## src/rtl/lcd_pkg.sv

```systemverilog
// Shared types and constants for the HD44780-style LCD write path.
package lcd_pkg;

  typedef enum logic [2:0] {
    ST_PWRUP,
    ST_IDLE,
    ST_READ,
    ST_LATCH,
    ST_SETUP,
    ST_PULSE,
    ST_HOLD,
    ST_WAIT
  } lcd_state_e;

  localparam logic [7:0] LCD_CLEAR = 8'h01;
  localparam logic [7:0] LCD_HOME  = 8'h02;
  localparam logic [7:0] LCD_LINE2 = 8'hC0;

  localparam int unsigned DEF_T_PWRUP    = 750000;
  localparam int unsigned DEF_T_SETUP    = 4;
  localparam int unsigned DEF_T_PULSE    = 12;
  localparam int unsigned DEF_T_HOLD     = 4;
  localparam int unsigned DEF_T_CMD_WAIT = 2000;
  localparam int unsigned DEF_T_CLR_WAIT = 82000;
  localparam int unsigned DEF_N_CMD      = 4;

  function automatic int unsigned max_u(input int unsigned a, input int unsigned b);
    return (a > b) ? a : b;
  endfunction

endpackage

```

## src/rtl/lcd_delay_timer.sv

```systemverilog
// Loadable down-counter; done is a registered pulse in the last cycle of a
// loaded interval, so a state loaded with N lasts exactly N cycles.
module lcd_delay_timer #(
  parameter int unsigned W         = 20,
  parameter int unsigned RST_VALUE = 1
) (
  input  logic         clk,
  input  logic         rst,
  input  logic         load,
  input  logic [W-1:0] value,
  output logic         done
);

  logic [W-1:0] cnt;

  always_ff @(posedge clk or negedge rst) begin
    if (!rst) begin
      cnt  <= W'(RST_VALUE);
      done <= (RST_VALUE <= 1);
    end else if (load) begin
      cnt  <= value;
      done <= (value <= W'(1));
    end else begin
      if (cnt != '0) cnt <= cnt - W'(1);
      done <= (cnt == W'(2));
    end
  end

endmodule

```

## src/rtl/lcd_write_sequencer.sv

```systemverilog
// Drains the LCD init/character FIFO onto an 8-bit HD44780 bus with power-up,
// setup/enable/hold and execution timing; inserts a line-2 address after every 16th character.
module lcd_write_sequencer
  import lcd_pkg::*;
#(
  parameter int unsigned T_PWRUP    = DEF_T_PWRUP,
  parameter int unsigned T_SETUP    = DEF_T_SETUP,
  parameter int unsigned T_PULSE    = DEF_T_PULSE,
  parameter int unsigned T_HOLD     = DEF_T_HOLD,
  parameter int unsigned T_CMD_WAIT = DEF_T_CMD_WAIT,
  parameter int unsigned T_CLR_WAIT = DEF_T_CLR_WAIT,
  parameter int unsigned N_CMD      = DEF_N_CMD,
  parameter logic [7:0]  LINE2_ADDR = LCD_LINE2
) (
  input  logic       clk,
  input  logic       rst,
  input  logic       fifo_empty,
  input  logic [7:0] fifo_dout,
  output logic       fifo_rd_en,
  output logic       lcd_rs,
  output logic       lcd_rw,
  output logic       lcd_e,
  output logic [7:0] lcd_data,
  output logic       busy
);

  localparam int unsigned CNT_W = $clog2(max_u(T_PWRUP, T_CLR_WAIT) + 1);

  lcd_state_e       state, state_d;
  logic             rd_en_d, e_d, rs_d, ins_pending, ins_pending_d;
  logic [7:0]       data_d, byte_idx, byte_idx_d;
  logic [3:0]       char_cnt, char_cnt_d;
  logic             tmr_load, tmr_done, is_char, long_wait;
  logic [CNT_W-1:0] tmr_value;

  lcd_delay_timer #(
    .W         (CNT_W),
    .RST_VALUE (T_PWRUP)
  ) u_timer (
    .clk   (clk),
    .rst   (rst),
    .load  (tmr_load),
    .value (tmr_value),
    .done  (tmr_done)
  );

  assign lcd_rw    = 1'b0;
  assign is_char   = (32'(byte_idx) >= N_CMD);
  assign long_wait = !lcd_rs && (lcd_data == LCD_CLEAR || lcd_data == LCD_HOME);

  // Next-state and next-output decode
  always_comb begin
    state_d       = state;
    rd_en_d       = 1'b0;
    e_d           = lcd_e;
    rs_d          = lcd_rs;
    data_d        = lcd_data;
    byte_idx_d    = byte_idx;
    char_cnt_d    = char_cnt;
    ins_pending_d = ins_pending;
    tmr_load      = 1'b0;
    tmr_value     = '0;
    unique case (state)
      ST_PWRUP: if (tmr_done) state_d = ST_IDLE;
      ST_IDLE: begin
        if (ins_pending) begin
          state_d       = ST_SETUP;
          data_d        = LINE2_ADDR;
          rs_d          = 1'b0;
          ins_pending_d = 1'b0;
          tmr_load      = 1'b1;
          tmr_value     = CNT_W'(T_SETUP);
        end else if (!fifo_empty) begin
          state_d = ST_READ;
          rd_en_d = 1'b1;
        end
      end
      ST_READ: state_d = ST_LATCH;
      ST_LATCH: begin
        data_d = fifo_dout;
        rs_d   = is_char;
        if (byte_idx != 8'hFF) byte_idx_d = byte_idx + 8'd1;
        if (is_char) begin
          char_cnt_d = char_cnt + 4'd1;
          if (char_cnt == 4'hF) ins_pending_d = 1'b1;
        end
        state_d   = ST_SETUP;
        tmr_load  = 1'b1;
        tmr_value = CNT_W'(T_SETUP);
      end
      ST_SETUP: if (tmr_done) begin
        state_d   = ST_PULSE;
        e_d       = 1'b1;
        tmr_load  = 1'b1;
        tmr_value = CNT_W'(T_PULSE);
      end
      ST_PULSE: if (tmr_done) begin
        state_d   = ST_HOLD;
        e_d       = 1'b0;
        tmr_load  = 1'b1;
        tmr_value = CNT_W'(T_HOLD);
      end
      ST_HOLD: if (tmr_done) begin
        state_d   = ST_WAIT;
        tmr_load  = 1'b1;
        tmr_value = long_wait ? CNT_W'(T_CLR_WAIT) : CNT_W'(T_CMD_WAIT);
      end
      ST_WAIT: if (tmr_done) state_d = ST_IDLE;
      default: state_d = ST_PWRUP;
    endcase
  end

  // State and registered outputs
  always_ff @(posedge clk or negedge rst) begin
    if (!rst) begin
      state       <= ST_PWRUP;
      busy        <= 1'b1;
      fifo_rd_en  <= 1'b0;
      lcd_e       <= 1'b0;
      lcd_rs      <= 1'b0;
      lcd_data    <= 8'h00;
      byte_idx    <= 8'h00;
      char_cnt    <= 4'h0;
      ins_pending <= 1'b0;
    end else begin
      state       <= state_d;
      busy        <= (state_d != ST_IDLE);
      fifo_rd_en  <= rd_en_d;
      lcd_e       <= e_d;
      lcd_rs      <= rs_d;
      lcd_data    <= data_d;
      byte_idx    <= byte_idx_d;
      char_cnt    <= char_cnt_d;
      ins_pending <= ins_pending_d;
    end
  end

endmodule

```

## config.mk

```make
export PLATFORM = sky130hd
export DESIGN_NAME = lcd_write_sequencer
export DESIGN_NICKNAME = d
export VERILOG_FILES = /design/src/rtl/lcd_pkg.sv /design/src/rtl/lcd_delay_timer.sv /design/src/rtl/lcd_write_sequencer.sv
export SDC_FILE = /design/constraint.sdc
export NUM_CORES = 1
export LEC_CHECK = 0
export BUFFER_PORTS_ARGS = -buffer_cell sky130_fd_sc_hd__buf_4
export CAP_MARGIN = 20
export CORE_MARGIN = 3
export CORE_UTILIZATION = 57
export CTS_BUF_LIST = sky130_fd_sc_hd__clkbuf_8
export CTS_CLUSTER_SIZE = 16
export DETAILED_ROUTE_END_ITERATION = 10
export PLACE_DENSITY = 0.77
export SLEW_MARGIN = 20
export SYNTH_ARGS = -nofsm -noshare
export SYNTH_HDL_FRONTEND = slang
export SYNTH_SLANG_ARGS = --single-unit
```

## constraint.sdc

```tcl
create_clock -name clk -period 5.3 [get_ports clk]
set_input_delay 1.06 -clock clk [delete_from_list [all_inputs] [get_ports clk]]
set_output_delay 1.06 -clock clk [all_outputs]
set_load 0.02 [all_outputs]
```

# ---- Word level (Yosys, flattened, before mapping)
# Index checks and enable logic that the tools add are counted.
dict set report totals {
  output_inout_bits 13
  register_bits 49
  word_cells 81
  inputBits 11
}
dict set report op_classes {
  add_sub_neg 3
  n_reduce_logical 15
  mux 32
  eq_ne 18
  magnitude_cmp 2
}
# op count
set ops {}
lappend ops {{17-bit one-hot mux with 5 select lines} 1}
lappend ops {{20-bit 2-to-1 mux} 2}
lappend ops {{17-bit 2-to-1 mux} 2}
lappend ops {{3-bit 2-to-1 mux} 8}
lappend ops {{3-bit one-hot mux with 7 select lines} 1}
lappend ops {{20-bit by 2-bit == test with 1-bit output, second input constant} 1}
lappend ops {{20-bit nonzero test} 1}
lappend ops {{20-bit by 1-bit subtractor with 20-bit output, second input constant} 1}
lappend ops {{17-bit by 1-bit <= comparator with 1-bit output, second input constant} 1}
lappend ops {{8-bit one-hot mux with 2 select lines} 1}
lappend ops {{3-bit == test, second input constant} 4}
lappend ops {{1-bit 2-to-1 mux} 11}
lappend ops {{8-bit by 1-bit adder with 8-bit output, second input constant} 1}
lappend ops {{8-bit by 1-bit == test with 1-bit output, second input constant} 1}
lappend ops {{8-bit by 2-bit == test with 1-bit output, second input constant} 1}
lappend ops {{8-bit by 3-bit greater-or-equal comparator with 1-bit output, second input constant} 1}
lappend ops {{8-bit 2-to-1 mux} 1}
lappend ops {{8-bit inequality test, second input constant} 1}
lappend ops {{3-bit by 2-bit == test with 1-bit output, second input constant} 2}
lappend ops {{2-bit inequality test, second input constant} 3}
lappend ops {{1-bit one-hot mux with 2 select lines} 3}
lappend ops {{2-bit AND reduction} 3}
lappend ops {{3-bit AND reduction} 2}
lappend ops {{2-bit nonzero test} 3}
lappend ops {{13 further kinds} 14}

# ---- Logic depth before layout (Yosys ltp)
dict set report depth {
  word_depth 8
  mapped_depth 7
  depth_no_buf 6
}

# ---- Modules after synthesis
# From an unflattened synthesis, not the netlist that was laid out.
dict set report hier_totals {
  cells_unflattened 276
  area_unflattened_um2 2772.7
}
# mod area_per_inst_um2 instances cells_per_inst
set by_module_without_submodules {}
lappend by_module_without_submodules {lcd_write_sequencer 1443.9 1 133}
lappend by_module_without_submodules {lcd_delay_timer 1328.8 1 143}

# ---- Least setup slack after synthesis
# No wires, ideal clock.
dict set report synth_path {
  kind {flip-flop to flip-flop}
  startpoint {reg u_timer.cnt[0]}
  endpoint {reg u_timer.cnt[11]}
  n_path_buf 1
  stages_incl_launch_ff 8
  setup_ps 135
  slack_ps 3416
  t_arrival_ps 1749
  required_time_ps 5165
  path_cell_list {dfrtp_1 -> inv_1 -> ha_1 -> or3b_1 -> clkbuf_1 -> nor4_4 -> or3_2 -> a21oi_1}
}
dict set report synth_between {
  elab_chain_cells 3
  word_cells_on_any_way 5
  classes_between {add/sub (1); mux (2); reduce/logical (2)}
}
# element line_no
set synth_lines {}
lappend synth_lines {{from (decl)} lcd_delay_timer.sv:14} ;# logic [W-1:0] cnt;
lappend synth_lines {{from (signal assigned)} lcd_delay_timer.sv:18} ;# cnt <= W'(RST_VALUE);
lappend synth_lines {{from (signal assigned)} lcd_delay_timer.sv:21} ;# cnt <= value;
lappend synth_lines {{from (signal assigned)} lcd_delay_timer.sv:24} ;# if (cnt != '0) cnt <= cnt - W'(1);
lappend synth_lines {{20-bit by 1-bit subtractor with 20-bit output} lcd_delay_timer.sv:24}
lappend synth_lines {{20-bit 2-to-1 mux} lcd_delay_timer.sv:24}
lappend synth_lines {{20-bit 2-to-1 mux} lcd_delay_timer.sv:20} ;# end else if (load) begin
# Several ways; a longest one is shown, not always the timed one. The select of a mux whose other input is x is not followed.
# A chain may end at the register's enable or synchronous reset.

# ---- Final worst setup path
dict set report layout_path {
  startpoint {reg u_timer.cnt[0]}
  endpoint {reg u_timer.cnt[9]}
}
# Same word-level chain as after synthesis.

==> run summary <==
The number of cells on the worst hold path came out at 1. The buffers plus inverters on the worst setup path is 1. The leakage power of the design is 1.20 nW.

The post-synthesis instance area is between 2000 and 3000 µm². The count of state elements after synthesis came out at 49. The total routing usage reported by global routing came out at 22.0%.

Sequential elements use around 48% of the synthesized area. The tree is rooted in a clkbuf_8. Gates resized during post-CTS repair numbered 0. At the later pin of the worst-skew pair, clock insertion delay measures between 300 and 400 ps. The remaining global-route overflow came out at 0. The die is 73.2 µm tall. The net count of the finished layout is a little under 300. The TritonCTS clock tree is built. The first global-routing pass estimated a little over 9000 µm of wire. The cell family contributing the most delay on the critical path is simple AND/OR/NAND/NOR gates. The distinct cell type count after synthesis came out at 54. The clock slew seen by the registers of the worst setup and hold paths is approximately 100 ps. The critical path required time is roughly 5500 ps. The chip width is 73.2 µm. The path class of the tightest hold or removal check is reg2reg.

The peak supply drop came out at approximately 180 µV. The final-layout setup total negative slack is 0 ps. STA classifies the critical path startpoint as a flip-flop. Counting flops with a built-in enable in the synthesized netlist gives 0. The H-tree generated during clock tree synthesis spans 2 levels.

After detailed routing, the number of vias per cell comes to approximately 6.3. The total half-perimeter wirelength after legalization and detailed placement is approximately 3800 µm. The pin count of the biggest net entering global routing came out at 50. The first routing iteration left 134 violations.

The number of pins with negative max-slew slack in the final report came to 0. The initial antenna violation count is 0. Setup violations remaining at the end of the flow were counted as 0. The total chip power is 0.000640 W. The number of ports placed on the die boundary came out at 24. The via count of the first global-routing pass is between 1500 and 2000. The critical path goes through inv_1 -> ha_1 -> nor3b_1 -> nand4_1 -> nor3_2 -> a21oi_1. The share of async-settable or async-resettable flops after synthesis came out at 100%. Setup repair after global routing left no endpoint under its margin. After routing the design area is 2860 µm².

Static timing analysis puts the maximum clock frequency at between 400 and 500 MHz. The hold path endpoint is fifo_rd_en$_DFF_PN0_. The area of combinational cells with multiple inputs is between 1000 and 1500 µm². The sum of routed wire length over all layers is between 5000 and 6000 µm. Synthesis produced a netlist with a net count of 270. The worst reg-to-reg path cell count came out at 6.

In the synthesized netlist the dominant register cell turns out to be dfrtp_1. The non-filler instance count after layout is about 320. The post-CTS setup buffer count is 0.

The area inside the core boundary came out at 4170 µm². In this run the critical register-to-register path is captured at u_timer.cnt[9]$_DFFE_PN0P_. For this design, the slowest cell found on the critical path is nor3_2.

The clock skew after layout is between 8 and 9 ps. Of the cells placed in the final design, the portion with a size suffix greater than 1 is a little under a fifth. The total inserted antenna cells is 0.

Dividing the detail-routed wire length by the instance count gives about 17 µm. For this configuration, the core starts out at a cell density of between 60% and 70%. The clock buffer count from CTS is 5. The source of the worst hold timing path is ins_pending$_DFFE_PN0P_. Detailed routing inserted a total of between 2000 and 2500 vias.

The setup slack of the most critical reg-to-reg path is 3080 ps. Once placement finished, the instance area stood at 2760 µm². The number of hold-repair buffers added at the cts stage is 0. The DRC violation count after routing came out at 0. The largest incremental delay on the critical path came out at around 500 ps. The arrival time at the worst endpoint came out at 2390 ps. The number of standard-cell rows in the floorplan came out at 23.

The transition at the pin with the smallest max-transition slack is 730 ps. Counting tap cells, the placed design contains a total of around 320 instances. The worst slew margin relative to its limit is 51.2%. The largest fanout on the critical path came out at 7. The global placer's final weighted congestion came out at approximately 0.92. The flow ran to the end, and the final reports show no timing, DRC or antenna violations. The yosys synthesis warning count came out at 0. The area growth from synthesis to final layout came out at 10.9%. The average instance in the mapped netlist occupies roughly 10 µm². The critical path is of the reg2reg type. In this run the deepest clock path goes through 2 buffers. The count of final hold-check violations came out at 0.

The number of filler instances in the final layout is about 330. The tool flagged a number of max-cap violations equal to 0. The count of mapped cells out of synthesis came out at 254. The worst setup path is captured at a flip-flop. In this run the critical register-to-register path is launched from u_timer.cnt[0]$_DFFE_PN0P_. The first TritonRoute pass finished after 4 iterations. The clock net in this run drives a total of between 40 and 50 sinks.

The final period demand of the worst path is around 2200 ps. The flip-flop and latch area came out at roughly 1200 µm². The die outline area is ~5400 µm². The ratio of total power to cell area came out at between 200 and 250 nW/µm². The port buffer count came out at 22. The post-detailed-route count of antenna-violating nets came out at 0. The final clock period utilization by the worst path is 41.9%.
-- how the worst max path moves through the flow --
stage,start,end,slack [ps],cells after the start
final,u_timer.cnt[0]$_DFFE_PN0P_,u_timer.cnt[9]$_DFFE_PN0P_,3080,6
after global routing,u_timer.cnt[0]$_DFFE_PN0P_,u_timer.cnt[3]$_DFFE_PN0P_,2870,6
after CTS,u_timer.cnt[0]$_DFFE_PN0P_,u_timer.cnt[9]$_DFFE_PN0P_,3080,6
after detailed placement,u_timer.cnt[0]$_DFFE_PN0P_,u_timer.cnt[9]$_DFFE_PN0P_,3080,6
after global placement,state[2]$_DFF_PN0_,u_timer.cnt[16]$_DFFE_PN1P_,3200,4
after floorplan,u_timer.cnt[0]$_DFFE_PN0P_,u_timer.cnt[11]$_DFFE_PN0P_,3420,7
-- power by group --
| group | internal [W] | total (W) | leakage (nW) | switching [W] |
|---|---|---|---|---|
| sequential | 0.000378 | 0.000381 | 0.592 | 0.00000315 |
| clock | 0.0000963 | 0.000231 | 0.0452 | 0.000135 |
| combinational | 0.0000122 | 0.0000278 | 0.559 | 0.0000156 |
-- routing by layer --
metal  routed length, µm  track usage (%)  up-vias  part of all wire [%]
met5                   0                0        -                     0
met4                  72             9.02        0                   1.3
met3                 220             3.58        6                   4.1
met2                2620             33.4       52                    49
met1                2470             31.2     1011                    46
li1                    -                -      987                     -
-- flip-flops by register name, indices dropped and copies added, names as in the netlist --
| name | flops |
|---|---|
| busy | 1 |
| lcd_rs | 1 |
| u_timer.done | 1 |
| byte_idx | 8 |
| char_cnt | 4 |
| ins_pending | 1 |
| state | 3 |
| fifo_rd_en | 1 |
| u_timer.cnt | 20 |
| lcd_data | 8 |
| lcd_e | 1 |
-- logic make-up (layout without fill, tap and decap cells) --
group,after synthesis,after routing,synth area share [%]
buffers and inverters,19,39,3.06
DFF,49,49,48.1
xor gates and xnor gates,12,12,4.08
other,1,1,0.146
and+or+nand+nor,96,96,22.4
AOI/OAI and AO/OA,65,65,17.0
adders and majority gates,5,5,2.43
muxes,7,7,2.77
-- cell usage after synthesis, types with 4 or more instances --
| cell | count | share of area [%] |
|---|---|---|
| dfrtp_1 | 38 | 37 |
| nand2_1 | 20 | 2.9 |
| a21oi_1 | 18 | 3.5 |
| o21ai_0 | 12 | 2.3 |
| dfstp_2 | 11 | 11 |
| nor2_1 | 10 | 1.5 |
| nor4_1 | 10 | 2.4 |
| xnor2_1 | 10 | 3.4 |
| nor3_1 | 8 | 1.6 |
| a22o_1 | 7 | 2.4 |
| clkbuf_1 | 7 | 1.0 |
| inv_1 | 7 | 1.0 |
| nand4_1 | 7 | 1.7 |
| mux2i_1 | 6 | 2.3 |
| nand2b_1 | 6 | 1.5 |
| or4_1 | 6 | 1.7 |
| ha_1 | 5 | 2.4 |
| nand3_1 | 5 | 0.97 |
| a221oi_1 | 4 | 1.4 |
| o31ai_1 | 4 | 1.2 |
-- area by class of cell --
type	instances	area share [%]
Multi-Input combinational cell	186	44.0
Inverter	8	1.05
Sequential cell	49	43.4
Clock buffer	5	2.41
Tap cell	50	2.19
Clock inverter	3	0.876
Timing Repair Buffer	23	6.04
-- cell usage in the layout, fill, tap and decap left out, types with 7 or more instances in the layout --
cell	synthesis	layout
a21oi_1	18	18
a22o_1	7	7
buf_4	1	23
dfrtp_1	38	38
dfstp_2	11	11
inv_1	7	7
nand2_1	20	20
nand4_1	7	7
nor2_1	10	10
nor3_1	8	8
nor4_1	10	10
o21ai_0	12	12
xnor2_1	10	10
-- stage by stage --
step	setup WS, ps	hold WS (ps)	utilization [%]
2_1_floorplan	3420	446	-
3_3_place_gp	3200	468	66.2
3_5_place_dp	3080	490	66.2
4_1_cts	3080	507	68.5
5_1_grt	2870	527	68.5
6_report	3080	503	68.5
Power figures use the tool's default switching activity.
